--- config.mk ---
export PLATFORM = sky130hd
export DESIGN_NAME = retire_trace_buffer
export DESIGN_NICKNAME = d
export VERILOG_FILES = /design/src/rtl/retire_trace_buffer.sv
export SDC_FILE = /design/constraint.sdc
export NUM_CORES = 2
export LEC_CHECK = 0
export CORE_MARGIN = 3
export CORE_UTILIZATION = 55
export CTS_CLUSTER_SIZE = 8
export DETAILED_ROUTE_END_ITERATION = 10
export HOLD_SLACK_MARGIN = 0.03
export PLACE_DENSITY = 0.84
export SETUP_SLACK_MARGIN = 0.5
export SLEW_MARGIN = 25
export SYNTH_ARGS = -nofsm -noshare
export SYNTH_HDL_FRONTEND = slang
export SYNTH_SLANG_ARGS = --single-unit
--- constraint.sdc ---
create_clock -name clk_i -period 46.2 [get_ports clk_i]
set_clock_uncertainty 0.15 [all_clocks]
set_input_delay 9.24 -clock clk_i [delete_from_list [all_inputs] [get_ports clk_i]]
set_output_delay 9.24 -clock clk_i [all_outputs]
set_load 0.05 [all_outputs]
--- src/rtl/retire_trace_buffer.sv ---
// Retire trace buffer: captures one record per retired instruction into a
// small FIFO and streams each record as a 3..6 word packet on a valid/ready
// trace port. The core cannot be stalled, so retires that find the FIFO full
// are dropped. A gap in the header sequence number shows where a drop happened.
//
// state  | meaning
// -------+-------------------------------------------------
// IDLE   | nothing to send, t_valid_o low
// HDR    | header word {seq, rv, wrt, rd, reg_addr, 16'h0}
// PC     | retired PC
// INSTR  | retired instruction
// RD     | rd write data (only when reg_addr != 0)
// MADDR  | memory address (only for loads/stores)
// MDATA  | memory data (only for loads/stores)
module retire_trace_buffer #(
    parameter int XLEN  = 32,
    parameter int DEPTH = 8
) (
    input  logic            clk_i,
    input  logic            rst_i,
    input  logic            trace_en_i,
    input  logic            clr_i,
    input  logic            update_i,
    input  logic [XLEN-1:0] pc_i,
    input  logic [XLEN-1:0] instr_i,
    input  logic [4:0]      reg_addr_i,
    input  logic [XLEN-1:0] reg_data_i,
    input  logic [XLEN-1:0] mem_addr_i,
    input  logic [XLEN-1:0] mem_data_i,
    input  logic            mem_wrt_i,
    input  logic            mem_read_i,
    output logic            t_valid_o,
    input  logic            t_ready_i,
    output logic [31:0]     t_data_o,
    output logic            t_last_o,
    output logic            overflow_o,
    output logic [15:0]     drop_cnt_o,
    output logic [31:0]     retire_cnt_o
);

    localparam int AW = $clog2(DEPTH);
    localparam int PW = AW + 1;

    typedef struct packed {
        logic [7:0]      seq;
        logic [XLEN-1:0] pc;
        logic [XLEN-1:0] instr;
        logic [4:0]      reg_addr;
        logic [XLEN-1:0] reg_data;
        logic [XLEN-1:0] mem_addr;
        logic [XLEN-1:0] mem_data;
        logic            wrt;
        logic            rd;
    } rec_t;

    typedef enum logic [2:0] {
        S_IDLE, S_HDR, S_PC, S_INSTR, S_RD, S_MADDR, S_MDATA
    } state_t;

    rec_t            mem [DEPTH];
    logic [PW-1:0]   wr_ptr, rd_ptr, count;
    logic [7:0]      seq;
    state_t          state, state_next;
    rec_t            head;
    logic            full, empty, capture, push, pop, hs;
    logic            rv, mem_op, more;

    // Occupancy is taken from registered pointers; a pop in the same cycle
    // does not free space for a concurrent capture.
    assign count   = wr_ptr - rd_ptr;
    assign full    = (count == PW'(DEPTH));
    assign empty   = (count == '0);
    assign capture = update_i && trace_en_i;
    assign push    = capture && !full;
    assign hs      = t_valid_o && t_ready_i;
    assign pop     = hs && t_last_o;
    assign head    = mem[rd_ptr[AW-1:0]];
    assign rv      = (head.reg_addr != 5'd0);
    assign mem_op  = head.wrt | head.rd;
    // Another record is present once the head is gone, including one landing now.
    assign more    = (count > PW'(1)) || push;

    // Record storage; contents need no reset since pointers define validity.
    always_ff @(posedge clk_i) begin
        if (push)
            mem[wr_ptr[AW-1:0]] <= '{seq: seq, pc: pc_i, instr: instr_i,
                                     reg_addr: reg_addr_i, reg_data: reg_data_i,
                                     mem_addr: mem_addr_i, mem_data: mem_data_i,
                                     wrt: mem_wrt_i, rd: mem_read_i};
    end

    // FIFO pointers.
    always_ff @(posedge clk_i or posedge rst_i) begin
        if (rst_i) begin
            wr_ptr <= '0;
            rd_ptr <= '0;
        end else begin
            if (push) wr_ptr <= wr_ptr + PW'(1);
            if (pop)  rd_ptr <= rd_ptr + PW'(1);
        end
    end

    // Sequence and statistics; clear wins over a concurrent increment.
    always_ff @(posedge clk_i or posedge rst_i) begin
        if (rst_i) begin
            seq          <= '0;
            retire_cnt_o <= '0;
            drop_cnt_o   <= '0;
            overflow_o   <= 1'b0;
        end else if (clr_i) begin
            seq          <= '0;
            retire_cnt_o <= '0;
            drop_cnt_o   <= '0;
            overflow_o   <= 1'b0;
        end else if (capture) begin
            seq          <= seq + 8'd1;
            retire_cnt_o <= retire_cnt_o + 32'd1;
            if (full) begin
                overflow_o <= 1'b1;
                if (drop_cnt_o != 16'hFFFF) drop_cnt_o <= drop_cnt_o + 16'd1;
            end
        end
    end

    // Packet FSM state register.
    always_ff @(posedge clk_i or posedge rst_i) begin
        if (rst_i) state <= S_IDLE;
        else       state <= state_next;
    end

    // Next state: advance on handshake, skipping words the record lacks.
    always_comb begin
        state_next = state;
        case (state)
            S_IDLE:  if (!empty) state_next = S_HDR;
            S_HDR:   if (hs) state_next = S_PC;
            S_PC:    if (hs) state_next = S_INSTR;
            S_INSTR: if (hs) state_next = rv ? S_RD :
                                          (mem_op ? S_MADDR : (more ? S_HDR : S_IDLE));
            S_RD:    if (hs) state_next = mem_op ? S_MADDR : (more ? S_HDR : S_IDLE);
            S_MADDR: if (hs) state_next = S_MDATA;
            S_MDATA: if (hs) state_next = more ? S_HDR : S_IDLE;
            default: state_next = S_IDLE;
        endcase
    end

    // Stream outputs, driven from the FIFO head so they hold under back-pressure.
    always_comb begin
        t_valid_o = (state != S_IDLE);
        t_data_o  = 32'h0;
        t_last_o  = 1'b0;
        case (state)
            S_HDR:   t_data_o = {head.seq, rv, head.wrt, head.rd, head.reg_addr, 16'h0};
            S_PC:    t_data_o = head.pc;
            S_INSTR: begin
                t_data_o = head.instr;
                t_last_o = !rv && !mem_op;
            end
            S_RD: begin
                t_data_o = head.reg_data;
                t_last_o = !mem_op;
            end
            S_MADDR: t_data_o = head.mem_addr;
            S_MDATA: begin
                t_data_o = head.mem_data;
                t_last_o = 1'b1;
            end
            default: ;
        endcase
    end

endmodule

### Word level (Yosys, flattened, before mapping)

Memories as Yosys holds them, arrays and structs flattened.
Index checks and enable logic that the tools add are counted.

| operators by class | value |
|---|---|
| $add $sub $neg | 6 |
| $lt $le $gt $ge | 1 |
| equal/unequal tests | 15 |
| muxes and demuxes | 26 |
| bitwise gates (word level) | 1 |
| reductions and logical operators | 19 |

Operators with widths:

| operator | number |
|---|---|
| case mux 32 bit (6 select lines) | 1 |
| two-way mux 16 bit | 4 |
| two-way mux 32 bit | 2 |
| adder 32 x 1 -> 32 bit (second input constant) | 1 |
| two-way mux 3 bit | 9 |
| case mux 3 bit (7 select lines) | 1 |
| adder 16 x 1 -> 16 bit (second input constant) | 1 |
| two-way mux 8 bit | 2 |
| != test 16 bit (second input constant) | 1 |
| != test 2 bit (second input constant) | 7 |
| == test 3 bit (second input constant) | 3 |
| adder 4 x 1 -> 4 bit (second input constant) | 2 |
| adder 8 x 1 -> 8 bit (second input constant) | 1 |
| AND reduction 7 bit | 1 |
| == test 3 x 2 -> 1 bit (second input constant) | 2 |
| two-way mux 1 bit | 6 |
| nonzero test 2 bit | 3 |
| logical AND 1 bit | 5 |
| nonzero test 5 bit | 1 |
| == test 4 bit (second input constant) | 1 |
| > comparator 4 x 1 -> 1 bit (second input constant) | 1 |
| logical NOT 4 bit | 1 |
| subtractor 4 bit | 1 |
| == test 3 x 1 -> 1 bit (second input constant) | 1 |
| other kinds (8) | 10 |

| word-level totals | value |
|---|---|
| flip-flop bits (word level) | 68 |
| bits in writable memories | 1400 |
| output and inout bits | 83 |
| word-level logic and storage cells | 76 |
| memories kept | 1 |

Memories:

| memory | words | width | read ports | clocked after memory_dff | wr ports | RTL line | RTL |
|---|---|---|---|---|---|---|---|
| mem | 8 | 175 | 1 | 0 | 1 | 60 | `rec_t mem [DEPTH];` |

### Logic depth before layout (Yosys ltp)

| logic depth | value |
|---|---|
| word-level depth | 10 |
| depth in mapped cells | 14 |
| gate-level depth less buffers | 11 |

### Worst setup path before layout

Ideal clock, no wire load.

| timing | value |
|---|---|
| path type | input port to flip-flop |
| start point | input port update_i |
| end point | memory mem[2][0] (netlist bit), enable pin |
| library setup time | 1.201 ns |
| data arrival time | 27.385 ns |
| data required time | 44.849 ns |
| path slack | 17.463 ns |
| stages on the path | 3 |
| path buffers | 0 |
| cells stage by stage | and2_1 o21ai_0 nor4b_1 |

| on the way | value |
|---|---|
| word-level cells in the longest chain between the ends | 4 |

RTL lines:

| element | RTL line | RTL |
|---|---|---|
| start, declared | 23 | `input logic update_i,` |
| logical AND 1 bit | 73 | `assign capture = update_i && trace_en_i;` |
| logical AND 1 bit | 74 | `assign push = capture && !full;` |
| two-way mux 1 bit | 85 | `if (push)` |
| two-way mux 1 bit (not written as such) | 86 | `mem[wr_ptr[AW-1:0]] <= '{seq: seq, pc: pc_i, instr: instr_i,` |
| end, declared | 60 |  |

No other way between the ends.

### Worst setup path in the final report

| timing | value |
|---|---|
| start point | register rd_ptr[1] |
| end point | output port t_data_o[13] |

| on the way | value |
|---|---|
| word-level cells in the longest chain between the ends | 2 |

RTL lines:

| element | RTL line | RTL |
|---|---|---|
| start, declared | 61 | `logic [PW-1:0] wr_ptr, rd_ptr, count;` |
| start signal, assigned | 99 | `if (pop) rd_ptr <= rd_ptr + PW'(1);` |
| memory (8 x 175 bit) | -- |  |
| case mux 32 bit (6 select lines) | 152 | `case (state)` |
| end, declared | 34 | `output logic [31:0] t_data_o,` |

No other way between the ends.

==> reports/metrics.csv <==
stage,metric,value,unit
clocking,CTS Buffer Depth,3,
timing,f_max,65.8,MHz
placed_design,pre-CTS setup slack,31.70,ns
timing,Hold WS,0.345,ns
floorplanning,total die area,107000,um2
yosys,post-synthesis sequential area ratio,77.5,%
worst_setup_path,crit path capture type,output port,
timing,Setup-failing EPs final,0,
timing,Slew Limit Fails,0,
yosys,top_reg_cell synth,edfxtp_1,
placed_design,Routability Congestion,0.751,
final_layout,Area Growth Syn to Fin,17.5,%
global_routing,first-pass GRT wire length,200000,um
timing,Worst Tran Pin Value,1.11,ns
clocking,clock-pin slew on the worst setup and hold paths,0.05,ns
timing,worst setup margin,31.00,ns
power,clock share of power,32.0,%
yosys,syn_area_per_cell,22.2,um2
worst_setup_path,CP Class,reg2out,
clocking,clk_lat worst skew,0.78,ns
yosys,net count after synthesis,2723,
clocking,cts repair resizes,0,
yosys,Gate Count Post-Synth,2541,
worst_setup_path,Crit Path Max Fanout,120,
worst_setup_path,FF-to-FF End,mem[6][114]$_DFFE_PP_,
clocking,H-tree levels,4,
clocking,Clock Tree Root,clkbuf_16,
final_layout,number of fill cells,6219,
floorplanning,Ports,256,
floorplanning,Initial Util,55.9,%
floorplanning,row cnt,116,
final_layout,multi-input logic area,12200,um2
detailed_routing,DRC,0,
status,status,"finished, final reports clean",
worst_setup_path,CP Data Required Time,36.81,ns
yosys,Synth Register Bits,1468,
clocking,Hold Buf Count CTS,0,
timing,final worst path period need,15.20,ns
yosys,Synth async-reset ratio,4.63,%
timing,unrepaired setup endpoints after global routing,false,
global_routing,largest net degree at the start of global routing,192,
yosys,number of library cell types mapped by synthesis,51,
power,Pleak,21.8,nW
global_routing,met2 global-route usage,41.1,%
floorplanning,Core Box Area,101000,um2
detailed_routing,Starting DRT DRC Count,3592,
timing,Slew headroom,26.0,%
clocking,Sinks on Clock Net,1468,
worst_hold_path,WHS Endpoint,overflow_o$_DFFE_PP0P_,
worst_setup_path,R2R Setup Slk,40.37,ns
worst_hold_path,Hold/Removal Path Class,reg2reg,
worst_setup_path,worst reg2reg path depth,13,
final_layout,share of cells above drive strength 1,21.3,%
detailed_routing,Avg WL per Cell,31.3,um
power,pwr/cell area,62.0,nW/um2
clocking,"Setup Fix Bufs, Post-CTS",0,
placed_design,HPWL after DPL,69300,um
worst_setup_path,Reg-to-Reg Start,rd_ptr[0]$_DFFE_PP0P_,
floorplanning,Die Ht,326,um
global_routing,gr busiest metal,met2,
placed_design,IO Port Bufs,255,
clocking,CTS buffer count,201,
timing,Setup TNS Final,0,ns
power,Cell Int Power,2.86,mW
power,NetSw,1.26,mW
detailed_routing,router iterations before antenna repair,6,
global_routing,total grt overflow,0,
power,Net Sw Frac,30.6,%
final_layout,layout net count,3094,
yosys,"EDFF count, synth",1400,
detailed_routing,post-route ant nets,0,
floorplanning,Die X,326,um
worst_setup_path,CP arrival,5.81,ns
worst_hold_path,hold_sp,overflow_o$_DFFE_PP0P_,
yosys,synth warn,0,
flow_run,Max-cap violations,0,
power,Comb power frac,28.5,%
worst_setup_path,Critical Path Source Type,flop,
yosys,synthesized cell area,56500,um2
power,sequential share of power,39.4,%
detailed_routing,Via density,6.45,
timing,fin crit share,32.9,%
worst_hold_path,Hold Path Stages,2,
final_layout,Layout Utilization,65.7,%
clocking,CTS tree,yes,
power,VDD IR-drop max,55.8,uV
final_layout,most frequent cells in the layout,"edfxtp_1, mux4_2, clkdlybuf4s50_1",
global_routing,vias in the first global route,29400,
timing,final hold vios,0,
detailed_routing,Vias,28200,
final_layout,"commonest non-fill, non-tap cell in the layout",edfxtp_1,
power,total power,4.12,mW
global_routing,Total GRT Usage,25.7,%
global_routing,M3 GR Usage,6.75,%
global_routing,initial antenna violation count,40,
global_routing,grt met1 use,34.9,%
final_layout,area occupied by registers,43800,um2
detailed_routing,Routed Wire Length,137000,um
-- routing by layer --
metal  up-vias  share of wire, %
li1      11400                 -
met1     14800                37
met5         -              0.11
met2      1674                50
met4        22               2.9
met3       265               9.7
-- logic make-up after synthesis --
family,after synthesis,synth area share [%]
compound gates,135,1.60
fa+ha+maj,9,0.213
simple gates,239,1.98
buf+inv,139,1.10
mux,492,16.7
flops,1468,77.5
xor+xnor,59,0.915
-- registers in the layout (all words and copies together), names as in the netlist --
name and cells:
retire_cnt_o 32, wr_ptr 4, seq 8, mem 1400, state 3, rd_ptr 4, overflow_o 1, drop_cnt_o 16
-- worst max path at each step --
stage,start,endpoint,cells past startpoint
floorplan,update_i,mem[2][0]$_DFFE_PP_,3
global placement,rd_ptr[0]$_DFFE_PP0P_,t_last_o,8
detailed placement,rd_ptr[0]$_DFFE_PP0P_,t_last_o,8
CTS,rd_ptr[0]$_DFFE_PP0P_,t_last_o,8
global route,rd_ptr[1]$_DFFE_PP0P_,t_data_o[13],7
finish,rd_ptr[1]$_DFFE_PP0P_,t_data_o[13],7
-- per-stage QoR --
stage | instances | cell area [um2]
2_1_floorplan | 2541 | 56500
3_3_place_gp | 4063 | 60600
3_5_place_dp | 4063 | 60600
4_1_cts | 4347 | 66200
5_1_grt | 4366 | 66300
6_report | 4378 | 66400
-- power groups by stage --
stage / registers [mW] / clock network, mW / logic, mW
finish: 1.62 / 1.32 / 1.17
global route: 1.63 / 1.39 / 1.23
detailed placement: 1.64 / 0 / 1.15
floorplan: 1.67 / 0 / 0.821
CTS: 1.62 / 1.34 / 1.17
global placement: 1.63 / 0 / 1.13
-- worst max-delay path, cell delays in order (launching register included) --
cell,delay (ns)
dfrtp_4,0.79
buf_12,0.44
buf_16,0.47
buf_4,0.90
mux4_2,0.43
mux4_2,0.58
a311o_1,0.40
clkdlybuf4s50_1,0.76
-- synthesized netlist by cell type, drive strengths merged (2+ instances only) --
master  number  area share [%]
a21o         3           0.040
a21oi       31            0.27
a311o       17            0.30
and3        11            0.12
and4         3           0.047
buf         73            0.66
clkbuf      54            0.36
dfrtp       68             3.0
edfxtp    1400              74
ha           8            0.18
inv         12           0.080
mux2i      130             2.3
mux4       361              14
nand2       74            0.49
nand3       22            0.19
nand4       20            0.22
nor2        74            0.49
nor2b        2           0.022
nor3         6           0.053
nor4         6           0.066
o211ai       2           0.027
o21ai        8           0.071
o221ai       9            0.14
o22ai       59            0.65
or2          2           0.022
or3         10            0.11
xnor2       14            0.22
xor2        45            0.70
-- layout make-up --
class	instances	share of cell area (%)
repair buffers	295	4.60
diodes	28	0.106
inverters	12	0.0792
well taps	1357	2.56
multi-input cells	934	18.3
clock inverters	15	0.426
clock buffers	269	7.99
flip-flops and latches	1468	65.9
Power figures use the tool's default switching activity.
